**config.mk**
```make
export PLATFORM = sky130hd
export DESIGN_NAME = pc_redirect
export DESIGN_NICKNAME = d
export VERILOG_FILES = /design/src/rtl/pc_pkg.sv /design/src/rtl/pc_target_calc.sv /design/src/rtl/pc_redirect.sv
export SDC_FILE = /design/constraint.sdc
export NUM_CORES = 1
export LEC_CHECK = 0
export ABC_AREA = 1
export CAP_MARGIN = 10
export CORE_UTILIZATION = 31
export CTS_BUF_LIST = sky130_fd_sc_hd__clkbuf_8 sky130_fd_sc_hd__clkbuf_16
export DETAILED_ROUTE_END_ITERATION = 10
export GPL_ROUTABILITY_DRIVEN = 0
export PLACE_DENSITY = 0.79
export SYNTH_ARGS = -nofsm -noshare
export SYNTH_HDL_FRONTEND = slang
export SYNTH_SLANG_ARGS = --single-unit
```
**constraint.sdc**
```tcl
create_clock -name clk -period 2 [get_ports clk]
set_input_delay 0.4 -clock clk [delete_from_list [all_inputs] [get_ports clk]]
set_output_delay 0.4 -clock clk [all_outputs]
set_load 0.01 [all_outputs]
```
**src/rtl/pc_pkg.sv**
```systemverilog
// Shared types and constants for the fetch PC unit.
package pc_pkg;

  localparam int unsigned PC_W = 9;

  typedef logic [PC_W-1:0] pc_t;

  // TRAP is only reachable when MISALIGN_TRAP_EN is defined.
  typedef enum logic [1:0] {
    RUN    = 2'd0,
    BUBBLE = 2'd1,
    TRAP   = 2'd2
  } pc_state_t;

  localparam pc_t RESET_PC_DEFAULT = pc_t'(0);
  localparam pc_t PC_STEP          = pc_t'(4);

endpackage

```
**src/rtl/pc_target_calc.sv**
```systemverilog
// Redirect target selection: fixed priority jalr > jal > branch_taken.
// Arithmetic is 32 bits wide, then truncated to the PC width.
// MISALIGN_TRAP_EN: report bit1 of the target instead of masking it.
module pc_target_calc
  import pc_pkg::*;
(
  input  logic        jal,
  input  logic        jalr,
  input  logic        branch_taken,
  input  pc_t         pc_ex,
  input  logic [31:0] imm,
  input  logic [31:0] alu_result,
  output pc_t         target,
  output logic        redirect,
  output logic        misalign
);

  logic [31:0] rel_sum;
  logic [31:0] abs_sum;
  logic [31:0] sel_sum;

  // Priority select of the full-width target and the redirect request.
  always_comb begin
    rel_sum  = 32'(pc_ex) + imm;
    abs_sum  = alu_result & ~32'h0000_0001;
    sel_sum  = jalr ? abs_sum : rel_sum;
    redirect = jalr | jal | branch_taken;
  end

`ifdef MISALIGN_TRAP_EN
  assign target   = sel_sum[PC_W-1:0];
  assign misalign = redirect & sel_sum[1];

  logic unused_hi;
  assign unused_hi = ^sel_sum[31:PC_W];
`else
  // Without the trap, force word alignment on every target.
  assign target   = {sel_sum[PC_W-1:2], 2'b00};
  assign misalign = 1'b0;

  logic unused_bits;
  assign unused_bits = ^{sel_sum[31:PC_W], sel_sum[1:0]};
`endif

endmodule

```
**src/rtl/pc_redirect.sv**
```systemverilog
// Fetch PC register with EX-stage redirect and one-cycle wrong-path flush.
// Optional feature macro: MISALIGN_TRAP_EN (trap on targets with bit1 set).
module pc_redirect
  import pc_pkg::*;
#(
  parameter pc_t RESET_PC = RESET_PC_DEFAULT
) (
  input  logic        clk,
  input  logic        reset,
  input  logic        stall,
  input  logic        branch_taken,
  input  logic        jal,
  input  logic        jalr,
  input  logic [8:0]  pc_ex,
  input  logic [31:0] imm,
  input  logic [31:0] alu_result,
  input  logic        trap_clear,
  output logic [8:0]  pc,
  output logic [8:0]  pc_plus4,
  output logic [8:0]  link_addr,
  output logic        flush,
  output logic        redirect_valid,
  output logic        trap
);

  pc_state_t state, state_nxt;
  pc_t       pc_r, pc_nxt, pc_inc;
  pc_t       target;
  logic      redirect;
  logic      misalign;
  logic      flush_r;
  logic      redirect_valid_r;

  pc_target_calc u_target (
    .jal          (jal),
    .jalr         (jalr),
    .branch_taken (branch_taken),
    .pc_ex        (pc_ex),
    .imm          (imm),
    .alu_result   (alu_result),
    .target       (target),
    .redirect     (redirect),
    .misalign     (misalign)
  );

  assign pc_inc = pc_r + PC_STEP;

  // Next-state and next-PC selection.
  always_comb begin
    state_nxt = state;
    pc_nxt    = pc_r;
    case (state)
      RUN: begin
        // Redirect beats stall: the EX instruction is older than the stalled one.
        if (redirect) begin
`ifdef MISALIGN_TRAP_EN
          if (misalign) begin
            state_nxt = TRAP;
          end else begin
            pc_nxt    = target;
            state_nxt = BUBBLE;
          end
`else
          pc_nxt    = target;
          state_nxt = BUBBLE;
`endif
        end else if (!stall) begin
          pc_nxt = pc_inc;
        end
      end
      BUBBLE: begin
        // Redirect inputs here belong to the flushed wrong-path instruction.
        state_nxt = RUN;
        if (!stall) begin
          pc_nxt = pc_inc;
        end
      end
`ifdef MISALIGN_TRAP_EN
      TRAP: begin
        if (trap_clear) begin
          state_nxt = RUN;
          pc_nxt    = pc_inc;
        end
      end
`endif
      default: begin
        state_nxt = RUN;
      end
    endcase
  end

  // State, PC and registered status outputs.
  always_ff @(posedge clk) begin
    if (reset) begin
      state            <= RUN;
      pc_r             <= RESET_PC;
      flush_r          <= 1'b0;
      redirect_valid_r <= 1'b0;
    end else begin
      state            <= state_nxt;
      pc_r             <= pc_nxt;
      flush_r          <= (state_nxt != RUN);
      redirect_valid_r <= (state_nxt == BUBBLE);
    end
  end

`ifdef MISALIGN_TRAP_EN
  logic trap_r;

  // Trap flag tracks entry into and exit from TRAP.
  always_ff @(posedge clk) begin
    if (reset) begin
      trap_r <= 1'b0;
    end else begin
      trap_r <= (state_nxt == TRAP);
    end
  end

  assign trap = trap_r;
`else
  assign trap = 1'b0;

  logic unused_trap;
  assign unused_trap = trap_clear ^ misalign;
`endif

  assign pc             = pc_r;
  assign pc_plus4       = pc_inc;
  assign link_addr      = pc_ex + PC_STEP;
  assign flush          = flush_r;
  assign redirect_valid = redirect_valid_r;

endmodule

```
# --- Word-level counts from Yosys, hierarchy flattened ---
# Cells that the tools add are included.
# W data, S select, Z words.
op_classes:
  add_sub_neg: 3
  eq_ne: 2
  n_mux: 6
  bitwise_logic: 2
  n_reduce_logical: 3
ops:
  columns: ["operator", "count"]
  rows:
  - ["$mux W9", 3]
  - ["$add A9 B3 Y9 const B", 2]
  - ["$pmux W9 S2", 1]
  - ["$add A9 B9 Y9", 1]
  - ["$eq A2 B1 Y1 const B", 2]
  - ["$mux W2", 2]
  - ["$reduce_bool A2 Y1", 2]
  - ["$logic_not A2 Y1", 1]
  - ["$or A1 B1 Y1", 2]
totals:
  in_bits: 80
  wordCells: 20
  register_bits: 13
  out_inout_bits: 30

# --- Depth between registers and ports, before layout ---
# Gate-level depths: netlist of the first run.
depth:
  depth_word: 5
  mapped_depth: 12
  mapped_depth_nobuf: 12

# --- By module ---
# From an unflattened synthesis of the first run, not the netlist that was laid out.
hier_totals:
  hier_cells: 220
  hier_area_um2: 1330.0
modules_own_cells:
  columns: ["module", "cells_per_inst", "instances", "area_each_um2", "seq_area_each_um2"]
  rows:
  - ["pc_redirect", 129, 1, 864.6, 260.2]
  - ["pc_target_calc", 91, 1, 465.4, 0.0]

# --- Worst setup path before layout of the first run ---
# Ideal clock, no wire load.
synth_timing:
  path_type: "input-to-reg"
  start: "input port pc_ex[1]"
  end: "register pc_r[3] (netlist: pc[3])"
  n_path_buf: 0
  stages: 10
  setup_time_ns: 0.133
  arrival_ns: 1.404
  path_slack_ns: 0.463
  cell_sequence: "ha_1 nand3_1 nand2_1 nand2_1 nand2_1 or2_2 nand3_1 nand2_1 nand2_1 a21oi_1"
synth_via:
  elab_chain_cells: 4
synth_lines:
  columns: ["element", "line_no", "source"]
  rows:
  - ["from (decl)", "pc_redirect.sv:14", "input logic [8:0] pc_ex,"]
  - ["$add A9 B9 Y9", "pc_target_calc.sv:24", "rel_sum = 32'(pc_ex) + imm;"]
  - ["$mux W9", "pc_target_calc.sv:26", "sel_sum = jalr ? abs_sum : rel_sum;"]
  - ["$mux W9", "pc_redirect.sv:55", "if (redirect) begin"]
  - ["$pmux W9 S2", "pc_redirect.sv:52", "case (state)"]
  - ["to (signal assigned)", "pc_redirect.sv:101", "pc_r <= pc_nxt;"]
  - ["to (decl)", "pc_redirect.sv:27", "pc_t pc_r, pc_nxt, pc_inc;"]
# Every way passes these cells.
# A chain may end at the register's enable or synchronous reset.

# --- Final worst setup path of the first run ---
layout_timing:
  start: "input port pc_ex[2]"
  end: "output port link_addr[3]"
layout_via:
  elab_chain_cells: 1
layout_lines:
  columns: ["element", "line_no", "source"]
  rows:
  - ["$add A9 B3 Y9", "pc_redirect.sv:129", "assign link_addr = pc_ex + PC_STEP;"]
  - ["to (decl)", "pc_redirect.sv:20", "output logic [8:0] link_addr,"]
# Every way passes these cells.

==> impl_metrics.ini, run 1 <==
[critical_path]
crit_slowest_cell = clkdlybuf4s50_1
r2r-start = pc[2]
worst_path_largest_cell_delay_ns = 0.52
worstPathCellList = dlygate4sd2_1, ha_2, clkdlybuf4s50_1
crit_path_end_kind = output pin
worstPathBufferInverterCount = 2
worstSetupPathType = input port to output pin
cp-start-kind = input port
required_ns = 1.60
path_delay_family = buffers and inverters
cp.depth = 3
crit_arrival_ns = 1.50
path_max_fanout = 2
reg2reg_depth = 9
regToRegSetupSlack_ns = 0.65
r2r_end = pc[6]

[route]
drt-pass1-iter-count = 6
wl_um = 3200
postRouteAntennaNets = 0
via_per_inst = 4.41
drc = 0
dr_total_vias = 1408
avgRoutedWirePerCell_um = 10.0
drtIter0Drc = 64

[min_path]
hp-class = register to register
hold_start = pc[3]
holdPathStages = 2
min_to = pc[3]

[clock_tree]
cts_tree = built
worstSkewPairLatency_ns = 0.24
cts_sinks = 11
clk_transition_reported_paths_ns = 0.05
cts_buffers = 3
cts_max_level = 1
clockBufferDepth = 2
root_buffer = clkbuf_8

[logic_synthesis]
synth_area_um2 = 1190
yosys_warnings = 0
ys_ff_latch = 11
synth.avg_cell_area_um2 = 6.13
yosysSeqAreaShare_pct = 18.4
synth_cell_types = 32
synthCells = 195

[sta]
period_share_pct = 95.2
fmax_ghz = 0.525
finalMaxSlewViolations = 0
finalClockSkew_ns = 0.00352
setup_viol = 0
rsz0062_at_grt = no
hold_viol_final = 0
fin_crit_ns = 1.90
worst_slack_ns = 0.0962

[layout]
mostFrequentLayoutCells = nand2_1, clkdlybuf4s50_1, inv_1
final_common_cell = nand2_1
final_area_um2 = 1990
nNetsFinal = 361
num_antenna_cells = 0
areaGrowthSynthToFinish_pct = 66.8
drive_gt1_share_pct = 19.2

[floorplanning]
start_util_pct = 32.4
fp.dieH_um = 64.1
core_um2 = 3690
num_rows = 22
io_pins = 110
fp.dieW_um = 64.1
dieArea_um2 = 4110

[grt]
grt_pass1_vias = 1275
grt_pass1_wl_um = 5040
grt_antenna_before_repair = 0
grt_max_degree = 12
grt_use_total_pct = 15.4
overflow = 0

[placement]
dp_hpwl_um = 2610
post-place-ws_ns = -0.505
io_buffers = 55
place_area_um2 = 1920

[power]
internal_power_w = 0.000602
sequentialPowerShare_pct = 28.8
ir_drop_v = 0.000347
p_sw_share_pct = 32.4
finalPower_w = 0.000890
power.leakage_nw = 1.01
p_clk_share_pct = 23.9
power_density_nw_per_um2 = 446
power.switching_w = 0.000288
comb_power_share_pct = 47.4

[run_status]
outcome = finished, final reports clean

[flow_run]
cap_violations = 0
[Yosys cell counts]
master	count	area share, %
buf_2	1	0.42
a21oi_1	22	9.2
nand3b_1	1	0.63
inv_2	2	0.63
xnor2_1	3	2.2
nand2_2	2	1.0
a31oi_1	1	0.52
or2_2	2	1.0
xnor2_2	1	1.4
o21a_1	1	0.63
nor2_1	16	5.0
ha_1	9	9.4
xor2_1	4	2.9
clkbuf_1	1	0.31
buf_4	8	5.0
nor2_2	1	0.52
buf_1	1	0.31
conb_1	1	0.31
inv_1	23	7.2
and2_4	1	0.73
xor2_2	1	1.4
o21ai_0	5	2.1
nand4_1	1	0.52
nor3_1	1	0.42
nand2_1	54	17
a22oi_1	1	0.63
dfxtp_1	11	18
nand3_1	15	6.3
o21bai_1	2	1.3
nand2_4	1	0.94
a21oi_2	1	0.73
nand3_2	1	0.84
[stage by stage]
step	hold slack (ns)	util, %	setup TNS (ns)	cells
after floorplan	0.516	-	0	200
after global placement	0.478	52.2	-2.27	315
after detailed placement	0.496	52.2	-2.93	315
after CTS	0.483	53.4	0	319
after global routing	0.511	54.0	0	319
final	0.484	54.0	0	319
[flip-flops by register name, summed over array words and instances (netlist names)]
register / flops
pc: 7
state: 2
flush: 1
redirect_valid: 1
[power by group through the flow]
stage	clock, W	sequential [W]	combinational, W
2_1_floorplan	0	0.000266	0.000207
3_3_place_gp	0	0.000258	0.000418
3_5_place_dp	0	0.000259	0.000426
4_1_cts	0.000219	0.000256	0.000419
5_1_grt	0.000236	0.000259	0.000467
6_report	0.000212	0.000256	0.000422
[worst register-to-register path: cells and delay by family, from the launching register on]
family,cells,cell delay [ns]
DFF,1,0.35
and+or+nand+nor,4,0.29
AOI/OAI and AO/OA,2,0.24
adders and majority gates,1,0.17
xor gates and xnor gates,1,0.16
buffers and inverters,1,0.08
[worst max path at each step]
| stage | startpoint | slack (ns) | end |
|---|---|---|---|
| 6_report | pc_ex[2] | 0.1 | link_addr[3] |
| 5_1_grt | pc_ex[1] | 0.007 | pc[3] |
| 4_1_cts | pc_ex[4] | 0.009 | link_addr[5] |
| 3_5_place_dp | pc_ex[2] | -0.50 | link_addr[8] |
| 3_3_place_gp | pc_ex[2] | -0.42 | link_addr[8] |
| 2_1_floorplan | pc_ex[1] | 0.46 | pc[3] |
[cells by family (layout without fill, tap and decap cells)]
| kind of cell | count (synthesis) | after routing | share of synthesized area, % |
|---|---|---|---|
| xor gates and xnor gates | 9 | 9 | 7.85 |
| adders and majority gates | 9 | 9 | 9.42 |
| and+or+nand+nor | 96 | 96 | 35.0 |
| other | 1 | 6 | 0.314 |
| buffers and inverters | 36 | 107 | 13.9 |
| DFF | 11 | 11 | 18.4 |
| AOI/OAI and AO/OA | 33 | 33 | 15.1 |
[routing by layer]
layer  up-vias  wire length [um]  share of wire [%]  GRT usage, %
met2        43              1630                 51          27.1
met1       600              1340                 42          17.8
met4         0                23               0.72          4.55
li1        761                 -                  -             -
met5         -                 0                  0             0
met3         4               200                6.3          4.46
[cell type report]
class | instances | area (um2)
repair buffers | 78 | 703
clock inverters | 1 | 3.75
multi-input cells | 153 | 867
inverters | 25 | 93.8
fillers | 362 | 1700
clock buffers | 3 | 41.3
flip-flops and latches | 11 | 224
well taps | 48 | 60.1
[repair_timing]
action	in CTS	in global routing
endpoints found under the hold margin	0	0
gates resized for setup	19	12
setup endpoints to repair	10	10
setup buffers	0	0
hold buffers	0	0
pin swaps	1	0
Power figures use the tool's default switching activity.
==> run 2, diff against run 1 <==
--- a/config.mk
+++ b/config.mk
@@ -12,6 +12,7 @@
 export DETAILED_ROUTE_END_ITERATION = 10
 export GPL_ROUTABILITY_DRIVEN = 0
 export PLACE_DENSITY = 0.79
+export SKIP_CTS_REPAIR_TIMING = 1
 export SYNTH_ARGS = -nofsm -noshare
 export SYNTH_HDL_FRONTEND = slang
 export SYNTH_SLANG_ARGS = --single-unit
==> impl_metrics.ini, run 2 (same netlist as run 1, synthesis figures left out) <==
[run_status]
outcome = finished, final reports clean

[grt]
grt_use_total_pct = 15.2
busiest_layer = met2
overflow = 0
met3_usage_pct = 4.46
grt_pass1_vias = 1269
grt_antenna_before_repair = 0
gr-usage-met1_pct = 17.7
grt_pass1_wl_um = 4990
use_met2_pct = 26.6
grt_max_degree = 12

[layout]
fin_util_pct = 55.1
nNetsFinal = 361
areaGrowthSynthToFinish_pct = 70.1
drive_gt1_share_pct = 18.8
fillers = 351
final_common_cell = nand2_1
mostFrequentLayoutCells = nand2_1, clkdlybuf4s50_1, inv_1
largest_reg_flops = 7
num_antenna_cells = 0

[route]
drc = 0
drt-pass1-iter-count = 5
wl_um = 3260
avgRoutedWirePerCell_um = 10.2
via_per_inst = 4.45
drtIter0Drc = 62
postRouteAntennaNets = 0
dr_total_vias = 1421

[flow_run]
cap_violations = 0

[sta]
hold_viol_final = 0
rsz0062_at_grt = no
hold_ws_ns = 0.483
fmax_ghz = 0.531
fin_crit_ns = 1.88
tns_ns = 0
finalMaxSlewViolations = 0
finalClockSkew_ns = 0.00358
setup_viol = 0
period_share_pct = 94.1

[critical_path]
r2r_end = pc[6]
reg2reg_depth = 9
crit_path_end_kind = output pin
cp-start-kind = input port
crit_arrival_ns = 1.48
worstSetupPathType = input port to output pin
r2r-start = pc[2]
regToRegSetupSlack_ns = 0.65
crit_slowest_cell = clkdlybuf4s50_1
required_ns = 1.60
worst_path_largest_cell_delay_ns = 0.51
path_max_fanout = 3
worstPathCellList = clkdlybuf4s50_1, buf_4, nand3b_1, xor2_1, clkbuf_2

[power]
finalPower_w = 0.000897
power_density_nw_per_um2 = 442
power.leakage_nw = 1.09
ir_drop_v = 0.000347

[min_path]
hold_start = pc[3]
holdPathStages = 2
min_to = pc[3]
hp-class = register to register

[floorplanning]
start_util_pct = 32.4
fp.dieH_um = 64.1
fp.dieW_um = 64.1
num_rows = 22
io_pins = 110
dieArea_um2 = 4110
core_um2 = 3690

[clock_tree]
root_buffer = clkbuf_8
cts_sinks = 11
clockBufferDepth = 2
clk_transition_reported_paths_ns = 0.05
cts_max_level = 1
worstSkewPairLatency_ns = 0.24
cts_buffers = 3
cts_tree = built

[placement]
io_buffers = 55
dp_hpwl_um = 2610
-- run 2: changes by cell type in the layout (fill, tap and decap cells not counted), sizes merged --
cell / delta
dlygate4sd2: -6
clkbuf: -2
dlymetal6s2s: +8
-- run 2: worst max-delay path, delay by kind of cell --
| kind | cells | cell delay, ns |
|---|---|---|
| buffers and inverters | 3 | 0.82 |
| xor gates and xnor gates | 1 | 0.16 |
| and+or+nand+nor | 1 | 0.10 |
-- run 2: worst max path at each step --
stage / from / end / slack (ns) / cells after the start
after detailed placement: pc_ex[2] / link_addr[8] / -0.50 / 6
after global routing: pc_ex[1] / pc[3] / 0.007 / 11
after floorplan: pc_ex[1] / pc[3] / 0.46 / 10
final: pc_ex[5] / link_addr[7] / 0.12 / 5
after CTS: pc_ex[2] / link_addr[8] / -0.51 / 6
after global placement: pc_ex[2] / link_addr[8] / -0.42 / 6
-- run 2: per-stage QoR --
| step | std cells | cell area, um2 | setup slack [ns] |
|---|---|---|---|
| 4_1_cts | 319 | 1970 | -0.507 |
| 3_5_place_dp | 315 | 1920 | -0.505 |
| 3_3_place_gp | 315 | 1920 | -0.418 |
| 2_1_floorplan | 200 | 1210 | 0.463 |
| 5_1_grt | 319 | 2030 | 0.00732 |
| 6_report | 319 | 2030 | 0.117 |
-- run 2: layer usage --
metal	vias up	part of all wire (%)
met5	-	0
met4	0	0.89
met3	4	5.9
met2	42	51
met1	614	42
li1	761	-
-- run 2: cell type report --
type	instances	area (um2)	share of cell area, %
clock buffers	3	41.3	2.03
clock inverters	1	3.75	0.185
flip-flops and latches	11	225	11.1
inverters	25	93.8	4.62
multi-input cells	153	867	42.7
well taps	48	60.1	2.96
repair buffers	78	741	36.5
-- run 2: where the power goes --
group	internal [W]	switching, W	total [W]
Clock	0.000134	0.0000780	0.000212
Sequential	0.000239	0.0000177	0.000256
Combinational	0.000236	0.000193	0.000429
